**src/rtl/bp_table_sched_pkg.sv**
```systemverilog
// Shared sizes, state encodings and update-bundle width for the branch-predictor
// table write scheduler.
package bp_table_sched_pkg;

  localparam int BP_SWEEP_N = 32;
  localparam int BP_IDX_W   = 5;
  localparam int BP_Q_DEPTH = 4;
  localparam int BP_DROP_W  = 8;

  // Update bundle layout: {direct, indirect, taken, pc[31:0], target[31:0]}
  localparam int BP_UPD_BUS_W = 67;

  typedef enum logic {
    BP_ST_SWEEP = 1'b0,
    BP_ST_RUN   = 1'b1
  } bp_state_e;

endpackage

```
**src/rtl/bp_table_sched_upd_fifo.sv**
```systemverilog
// In-order update FIFO (module bp_upd_fifo) with a count field for full/empty and a
// synchronous flush.
module bp_upd_fifo #(
  parameter int WIDTH = 67,
  parameter int DEPTH = 4
) (
  input  logic             clk,
  input  logic             rstn,
  input  logic             push,
  input  logic             pop,
  input  logic             flush,
  input  logic [WIDTH-1:0] din,
  output logic [WIDTH-1:0] dout,
  output logic             full,
  output logic             empty
);

  localparam int PW = $clog2(DEPTH);

  logic [WIDTH-1:0] mem [DEPTH];
  logic [PW-1:0]    rd_ptr;
  logic [PW-1:0]    wr_ptr;
  logic [PW:0]      count;
  logic             do_push;
  logic             do_pop;

  assign empty   = (count == '0);
  assign full    = (count == (PW+1)'(DEPTH));
  assign do_pop  = pop & ~empty;
  // A pop in the same cycle frees the slot a push into a full FIFO needs.
  assign do_push = push & (~full | do_pop);
  assign dout    = mem[rd_ptr];

  always_ff @(posedge clk or negedge rstn) begin
    if (!rstn) begin
      rd_ptr <= '0;
      wr_ptr <= '0;
      count  <= '0;
    end else if (flush) begin
      rd_ptr <= '0;
      wr_ptr <= '0;
      count  <= '0;
    end else begin
      if (do_push) wr_ptr <= wr_ptr + 1'b1;
      if (do_pop)  rd_ptr <= rd_ptr + 1'b1;
      count <= count + {{PW{1'b0}}, do_push} - {{PW{1'b0}}, do_pop};
    end
  end

  always_ff @(posedge clk) begin
    if (do_push && !flush) mem[wr_ptr] <= din;
  end

endmodule

```
**src/rtl/bp_table_sched.sv**
```systemverilog
// Branch-predictor table write scheduler: zeroing sweep after reset/clear, then one
// retired-branch update write per cycle, buffered through a small FIFO.
module bp_table_sched
  import bp_table_sched_pkg::*;
#(
  parameter int SWEEP_N = BP_SWEEP_N,
  parameter int IDX_W   = BP_IDX_W,
  parameter int Q_DEPTH = BP_Q_DEPTH,
  parameter int DROP_W  = BP_DROP_W
) (
  input  logic              clk,
  input  logic              rstn,
  input  logic              clr_req,
  input  logic              upd_valid,
  input  logic              upd_direct,
  input  logic              upd_indirect,
  input  logic              upd_taken,
  input  logic [31:0]       upd_pc,
  input  logic [31:0]       upd_target,
  output logic              clr_we,
  output logic [IDX_W-1:0]  clr_idx,
  output logic              wr_we,
  output logic              wr_direct,
  output logic              wr_indirect,
  output logic              wr_taken,
  output logic [31:0]       wr_pc,
  output logic [31:0]       wr_target,
  output logic              pred_en,
  output logic              busy,
  output logic [DROP_W-1:0] drop_cnt,
  output logic              dbg_state
);

  bp_state_e                state;
  logic [IDX_W-1:0]         cnt;
  logic [BP_UPD_BUS_W-1:0]  upd_bus;
  logic [BP_UPD_BUS_W-1:0]  head;
  logic                     fifo_full;
  logic                     fifo_empty;
  logic                     relevant;
  logic                     pop;
  logic                     bypass;
  logic                     push;
  logic                     drop;

  // Updates touching no table are invisible; clr_req swallows the cycle's update.
  assign relevant = upd_valid & (upd_direct | upd_indirect) & ~clr_req;
  assign pop      = (state == BP_ST_RUN) & ~fifo_empty & ~clr_req;
  assign bypass   = (state == BP_ST_RUN) & fifo_empty & relevant;
  assign push     = relevant & ~bypass & (~fifo_full | pop);
  assign drop     = relevant & ~bypass & fifo_full & ~pop;
  assign upd_bus  = {upd_direct, upd_indirect, upd_taken, upd_pc, upd_target};
  assign dbg_state = state;

  bp_upd_fifo #(
    .WIDTH (BP_UPD_BUS_W),
    .DEPTH (Q_DEPTH)
  ) u_fifo (
    .clk   (clk),
    .rstn  (rstn),
    .push  (push),
    .pop   (pop),
    .flush (clr_req),
    .din   (upd_bus),
    .dout  (head),
    .full  (fifo_full),
    .empty (fifo_empty)
  );

  always_ff @(posedge clk or negedge rstn) begin
    if (!rstn) begin
      state       <= BP_ST_SWEEP;
      cnt         <= '0;
      clr_we      <= 1'b0;
      clr_idx     <= '0;
      wr_we       <= 1'b0;
      wr_direct   <= 1'b0;
      wr_indirect <= 1'b0;
      wr_taken    <= 1'b0;
      wr_pc       <= '0;
      wr_target   <= '0;
      pred_en     <= 1'b0;
      busy        <= 1'b1;
    end else if (clr_req) begin
      state   <= BP_ST_SWEEP;
      cnt     <= '0;
      clr_we  <= 1'b0;
      wr_we   <= 1'b0;
      pred_en <= 1'b0;
      busy    <= 1'b1;
    end else begin
      case (state)
        BP_ST_SWEEP: begin
          clr_we  <= 1'b1;
          clr_idx <= cnt;
          wr_we   <= 1'b0;
          if (cnt == IDX_W'(SWEEP_N - 1)) begin
            cnt   <= '0;
            state <= BP_ST_RUN;
          end else begin
            cnt <= cnt + 1'b1;
          end
        end
        BP_ST_RUN: begin
          // pred_en rises only once the last clear write has retired.
          clr_we  <= 1'b0;
          pred_en <= 1'b1;
          busy    <= 1'b0;
          wr_we   <= pop | bypass;
          if (pop) begin
            {wr_direct, wr_indirect, wr_taken, wr_pc, wr_target} <= head;
          end else if (bypass) begin
            {wr_direct, wr_indirect, wr_taken, wr_pc, wr_target} <= upd_bus;
          end
        end
        default: state <= BP_ST_SWEEP;
      endcase
    end
  end

  always_ff @(posedge clk or negedge rstn) begin
    if (!rstn)                       drop_cnt <= '0;
    else if (drop && ~&drop_cnt)     drop_cnt <= drop_cnt + 1'b1;
  end

endmodule

```
**config.mk**
```make
export PLATFORM = sky130hd
export DESIGN_NAME = bp_table_sched
export DESIGN_NICKNAME = d
export VERILOG_FILES = /design/src/rtl/bp_table_sched_pkg.sv /design/src/rtl/bp_table_sched_upd_fifo.sv /design/src/rtl/bp_table_sched.sv
export SDC_FILE = /design/constraint.sdc
export NUM_CORES = 1
export LEC_CHECK = 0
export ABC_AREA = 1
export BUFFER_PORTS_ARGS = -buffer_cell sky130_fd_sc_hd__buf_2
export CORE_MARGIN = 2
export CORE_UTILIZATION = 38
export CTS_CLUSTER_SIZE = 12
export DETAILED_ROUTE_END_ITERATION = 8
export HOLD_SLACK_MARGIN = 0.12
export PLACE_DENSITY = 0.56
export SYNTH_ARGS = -nofsm -noshare
export SYNTH_HDL_FRONTEND = slang
export SYNTH_SLANG_ARGS = --single-unit
```
**constraint.sdc**
```tcl
create_clock -name clk -period 5.86 [get_ports clk]
set_input_delay 1.172 -clock clk [delete_from_list [all_inputs] [get_ports clk]]
set_output_delay 1.172 -clock clk [all_outputs]
set_load 0.01 [all_outputs]
```
; ---- Word level (Yosys, flattened, before mapping)
; Memory sizes are Yosys's and may differ from the RTL's.
; Cells that the tools add are included.
[op_classes]
eq_ne = 3
bitwise_logic = 22
add_sub_neg = 6
mux = 31
n_reduce_logical = 12
[op_table]
columns = operator, count
row1 = two-way mux 32 bit, 4
row2 = two-way mux 1 bit, 17
row3 = two-way mux 5 bit, 3
row4 = AND 1 bit, 12
row5 = "adder 8 x 1 -> 8 bit, second input constant", 1
row6 = two-way mux 2 bit, 4
row7 = AND reduction 8 bit, 1
row8 = nonzero test 2 bit, 4
row9 = inverter 1 bit, 6
row10 = "adder 5 x 1 -> 5 bit, second input constant", 1
row11 = "== test 5 bit, second input constant", 1
row12 = "adder 2 x 1 -> 2 bit, second input constant", 2
row13 = bitwise OR 1 bit, 4
row14 = one-hot mux 1 bit (2 select lines), 2
row15 = adder 3 x 1 -> 3 bit, 1
row16 = "== test 3 bit, second input constant", 1
row17 = logical NOT 3 bit, 1
row18 = two-way mux 3 bit, 1
row19 = AND reduction 3 bit, 1
row20 = subtractor 3 x 1 -> 3 bit, 1
row21 = logical AND 1 bit, 2
row22 = logical NOT 1 bit, 2
row23 = "inequality test 2 bit, second input constant", 1
row24 = AND reduction 2 bit, 1
[word_totals]
word_cells = 91
input_bits = 71
reg_bits = 97
out_inout_bits = 85
mem_count = 1
ramBits = 268
[mem_list]
columns = memory, words, word_bits, rd, rd_clocked_by_memory_dff, write_ports, line
row1 = u_fifo.mem, 4, 67, 1, 0, 1, bp_table_sched_upd_fifo.sv:20  ; logic [WIDTH-1:0] mem [DEPTH];

; ---- Depth between registers and ports, before layout
[logic_depth]
depth_word = 11
ltp_mapped = 12
ltp_nobuf = 10

; ---- Modules after synthesis
; From an unflattened synthesis, not the netlist that was laid out.
[hier_totals]
hier_cells = 1349
area_unflattened_um2 = 15025.7
[modules_own_cells]
columns = module, instances, cells_per_inst, area_per_inst_um2, seq_area_each_um2
row1 = bp_upd_fifo, 1, 710, 10366.2, 8222.9
row2 = bp_table_sched, 1, 639, 4659.5, 2253.4

; ---- Worst setup path before layout
; Ideal clock, no wire load.
[synth_timing]
path_type = input to register
from = in clr_req
to = mem u_fifo.mem[0][0], enable pin
setup_ns = 0.493
path_slack_ns = 0.876
required_time_ns = 5.367
arrival_ns = 4.491
path_stages = 5
path_buffers = 0
path_cell_list = inv_2 -> nand2_2 -> nand3_1 -> nand3_1 -> nor2_1
[synth_between]
elab_chain_len = 10
elab_cells_between_ends = 15
classes_between = mux (2) / bitwise (11) / reduce/logical (2)
[synth_lines]
columns = item, line
row1 = start: declaration, bp_table_sched.sv:13  ; input logic clr_req,
row2 = inverter 1 bit (no source line), -
row3 = AND 1 bit, bp_table_sched.sv:47  ; assign relevant = upd_valid & (upd_direct | upd_indirect) & ~clr_req;
row4 = AND 1 bit, bp_table_sched.sv:49  ; assign bypass = (state == BP_ST_RUN) & fifo_empty & relevant;
row5 = inverter 1 bit, bp_table_sched.sv:50  ; assign push = relevant & ~bypass & (~fifo_full | pop);
row6 = AND 1 bit (2 in series), bp_table_sched.sv:50
row7 = AND 1 bit, bp_table_sched_upd_fifo.sv:31  ; assign do_push = push & (~full | do_pop);
row8 = logical AND 1 bit (*), bp_table_sched_upd_fifo.sv:51  ; if (do_push && !flush) mem[wr_ptr] <= din;
row9 = two-way mux 1 bit (*), bp_table_sched_upd_fifo.sv:51
row10 = two-way mux 1 bit (implied by the code) (*), bp_table_sched_upd_fifo.sv:51
row11 = end: declaration, bp_table_sched_upd_fifo.sv:20
; Mark *: on every way between the ends. The rest lies on a longest branch, timed or not.

; ---- Final worst setup path
[layout_timing]
from = in clr_req
to = mem u_fifo.mem[0][49], enable pin
; Same word-level chain as after synthesis.

==> impl_metrics.toml <==
[clocking]
cts_buffers = 40
worst_skew_pair.late_latency_ns = 0.53
clk_transition_reported_paths_ns = 0.06
clockRootBuffer = "sky130_fd_sc_hd__clkbuf_16"
clockBufferDepth = 3
clock_sink_count = 365
cts_tree = "done"
post_cts_resize_count = 0
number_of_h_tree_levels = 2
buffer_count_from_post_cts_setup_fixing = 0
cts_hold_repair.buffers = 0

[timing]
final_max_slew_viol_count = 0
max_slew.worst_pin.slew_ns = 1.02
worst_slew_margin_rel = 0.322
finalCritPeriodShare = 0.541
setup-tns-final_ns = 0
whs_ns = 0.471
fmaxAchievable_mhz = 315
timing.final.hold_violations = 0
shortest_period_the_worst_path_allows_ns = 3.17
report.final.setup_viol = 0
rsz_0062_raised_after_global_routing = "no"
skew_ns = 0.0233

[layout]
instances_no_fill = 2113
layout_common_cells = "sky130_fd_sc_hd__nand2_1 (337), sky130_fd_sc_hd__nor2_1 (282), sky130_fd_sc_hd__edfxtp_1 (268)"
final_layout_size_suffix_gt1_frac = 0.146
area.growth.synth_to_final_pct = 16.7
design.final.nets = 1634
fraction_of_the_core_area_covered_by_cells_at_the_end_of_the_flow = 0.447
final_common_cell = "sky130_fd_sc_hd__nand2_1"
filler_cell_count = 3748

[worst_setup_path]
critPathCaptureType = "register"
critPathSlowestCell = "sky130_fd_sc_hd__nor2_4"
cp-start-kind = "primary input"
critical_path_fanouts_max = 43
worst_ep_required_time_ns = 6.05
worstReg2RegStart = "u_fifo.rd_ptr[0]"
stage_delay_of_the_slowest_cell_on_the_critical_path_ns = 0.85
worst_path_most_repeated_cell = "sky130_fd_sc_hd__nand3_1"
critical_path_arrival_ns = 3.36
worstSetupStartpoint = "clr_req"
ff2ff_setup_slack_ns = 2.82
crit_type = "primary input to register"
worstPathCellList = "buf_2, inv_2, nand2_2, nand3_1, nand3_1, nor2_4, buf_12"

[placement]
dp_hpwl_mm = 19.5
post-place-cells = 2037
gp_routability_congestion = 0.774
port_buffers = 155

[global_route]
global_route_wire_length_before_repair_mm = 55.6
grt-ovfl-total = 0
grt_util_all_layers = 0.169
grt_antenna_before_repair = 3
via_count_of_the_first_global_routing_pass = 10000
grt_max_degree = 134

[power]
sequentialPowerShare = 0.526
switching_share = 0.216
p_leak_nw = 7.35
p_sw_mw = 1.20
power.density_nw_per_um2 = 315
power_report.internal_total_mw = 4.35
combPwrFrac = 0.049
proportion_of_power_drawn_by_the_clock_network = 0.425
ir_worst_vdd_mv = 0.167

[run]
timing.max_cap.violations = 0

[routing]
final_antenna_net_count = 0
drtPass1Iterations = 5
drc_errors = 0
drt_wl_total_mm = 34.2
routed-via-count = 10100
drtIter0Drc = 631
routed_via_density = 4.79
route.detailed.wl_per_inst_um = 16.2

[synthesis]
netlist-cell-type-count = 32
syn_area_per_cell_sq_um = 10.6
number_of_nets_produced_by_synthesis = 1499
synth-seq-area-share = 0.694
synthesis.yosys.warnings = 0
netlist_instances = 1419
synth_area_sq_um = 15100
ys_seq_elements = 365

[die]
die_y_um = 203
ioPinCount = 156
die_area_sq_um = 41400
die_w_um = 203
placement_rows = 73
design.core.area_sq_um = 39500
floorplan.initialDensity = 0.383

[min_path]
worst_hold_path_type = "register to register"
holdCritStartpoint = "wr_target[26]"

[run_status]
result_of_the_run = "finished, final reports clean"
## layer usage
layer  vias up  wire [um]  GRT usage
met4         4        599     0.0404
met5         -         27          0
met2       186      16100      0.275
met3        57       1560     0.0320
met1      4846      16000      0.235
li1       5021          -          -
## final cells by class
class                   count  area (sq um)  area share
diodes                      2          5.00    0.000284
well taps                 525           657      0.0373
repair buffers            166           923      0.0524
clock buffers              61          1130      0.0642
inverters                  99           377      0.0214
multi-input cells         882          3960       0.225
flip-flops and latches    365         10500       0.595
clock inverters            13          91.3     0.00518
## worst max-delay path, delay by kind of cell
family	cells	cell delay, ns
and+or+nand+nor	4	1.50
buffers and inverters	3	0.66
## Yosys cell counts
cell type / number / share of area
sky130_fd_sc_hd__fa_1: 1 / 0.0013
sky130_fd_sc_hd__o21ai_0: 61 / 0.020
sky130_fd_sc_hd__o22ai_1: 1 / 0.00041
sky130_fd_sc_hd__a22o_1: 1 / 0.00058
sky130_fd_sc_hd__dfstp_2: 1 / 0.0017
sky130_fd_sc_hd__nor3_1: 1 / 0.00033
sky130_fd_sc_hd__ha_1: 8 / 0.0066
sky130_fd_sc_hd__or2_2: 1 / 0.00041
sky130_fd_sc_hd__o21ai_1: 19 / 0.0063
sky130_fd_sc_hd__nand4_1: 7 / 0.0029
sky130_fd_sc_hd__o21ai_2: 1 / 0.00058
sky130_fd_sc_hd__a21oi_1: 1 / 0.00033
sky130_fd_sc_hd__nand2_2: 1 / 0.00041
sky130_fd_sc_hd__nand3b_1: 1 / 0.00050
sky130_fd_sc_hd__a21oi_4: 1 / 0.0011
sky130_fd_sc_hd__inv_1: 97 / 0.024
sky130_fd_sc_hd__buf_1: 7 / 0.0017
sky130_fd_sc_hd__buf_4: 7 / 0.0035
sky130_fd_sc_hd__clkbuf_1: 37 / 0.0092
sky130_fd_sc_hd__and3_1: 1 / 0.00041
sky130_fd_sc_hd__dfrtp_1: 96 / 0.16
sky130_fd_sc_hd__edfxtp_1: 268 / 0.53
sky130_fd_sc_hd__nor2_2: 1 / 0.00041
sky130_fd_sc_hd__xnor2_1: 1 / 0.00058
sky130_fd_sc_hd__nor2_1: 286 / 0.071
sky130_fd_sc_hd__nand3_1: 83 / 0.028
sky130_fd_sc_hd__xor2_1: 2 / 0.0012
sky130_fd_sc_hd__nor2_4: 1 / 0.00075
sky130_fd_sc_hd__o211ai_1: 65 / 0.032
sky130_fd_sc_hd__nand2_1: 337 / 0.084
sky130_fd_sc_hd__buf_2: 22 / 0.0073
sky130_fd_sc_hd__inv_2: 2 / 0.00050
## path summary, 6_finish.rpt
check	to	cells after the start
max	u_fifo.mem[0][49]	7
min reg2reg	wr_target[26]	2
min in group asynchronous	wr_we	1
max reg2reg	wr_pc[8]	8
min	wr_target[26]	2
max in group asynchronous	u_fifo.rd_ptr[1]	2
## kinds of logic (layout without fill, tap and decap cells)
logic type      after synthesis  after routing  synth area share
compound gates              150            150            0.0618
flops                       365            365             0.694
buf+inv                     172            339            0.0463
fa+ha+maj                     9              9           0.00795
xor+xnor                      3              3           0.00174
other cells                   0              2                 0
simple gates                720            720             0.188
## power by group through the flow
stage,clock network (mW),registers [mW],logic (mW)
floorplan,0,2.99,0.0970
global placement,0,2.97,0.272
detailed placement,0,2.97,0.277
CTS,2.42,2.92,0.279
global route,2.53,2.93,0.309
finish,2.36,2.92,0.271
## sequential cells by signal, summed over array words and instances (netlist names), 2 cells and up
register / cells
cnt: 5
clr_idx: 5
u_fifo.rd_ptr: 2
u_fifo.wr_ptr: 2
drop_cnt: 8
u_fifo.count: 3
wr_target: 32
wr_pc: 32
u_fifo.mem: 268
## metrics by stage
stage	power [mW]	area, sq um	worst slack (ns)
floorplan	3.09	15100	0.876
global placement	3.24	16400	2.20
detailed placement	3.25	16400	2.12
CTS	5.62	17600	2.66
global route	5.77	17600	2.49
finish	5.55	17600	2.69
No activity file was read; power rests on OpenSTA's default activity.
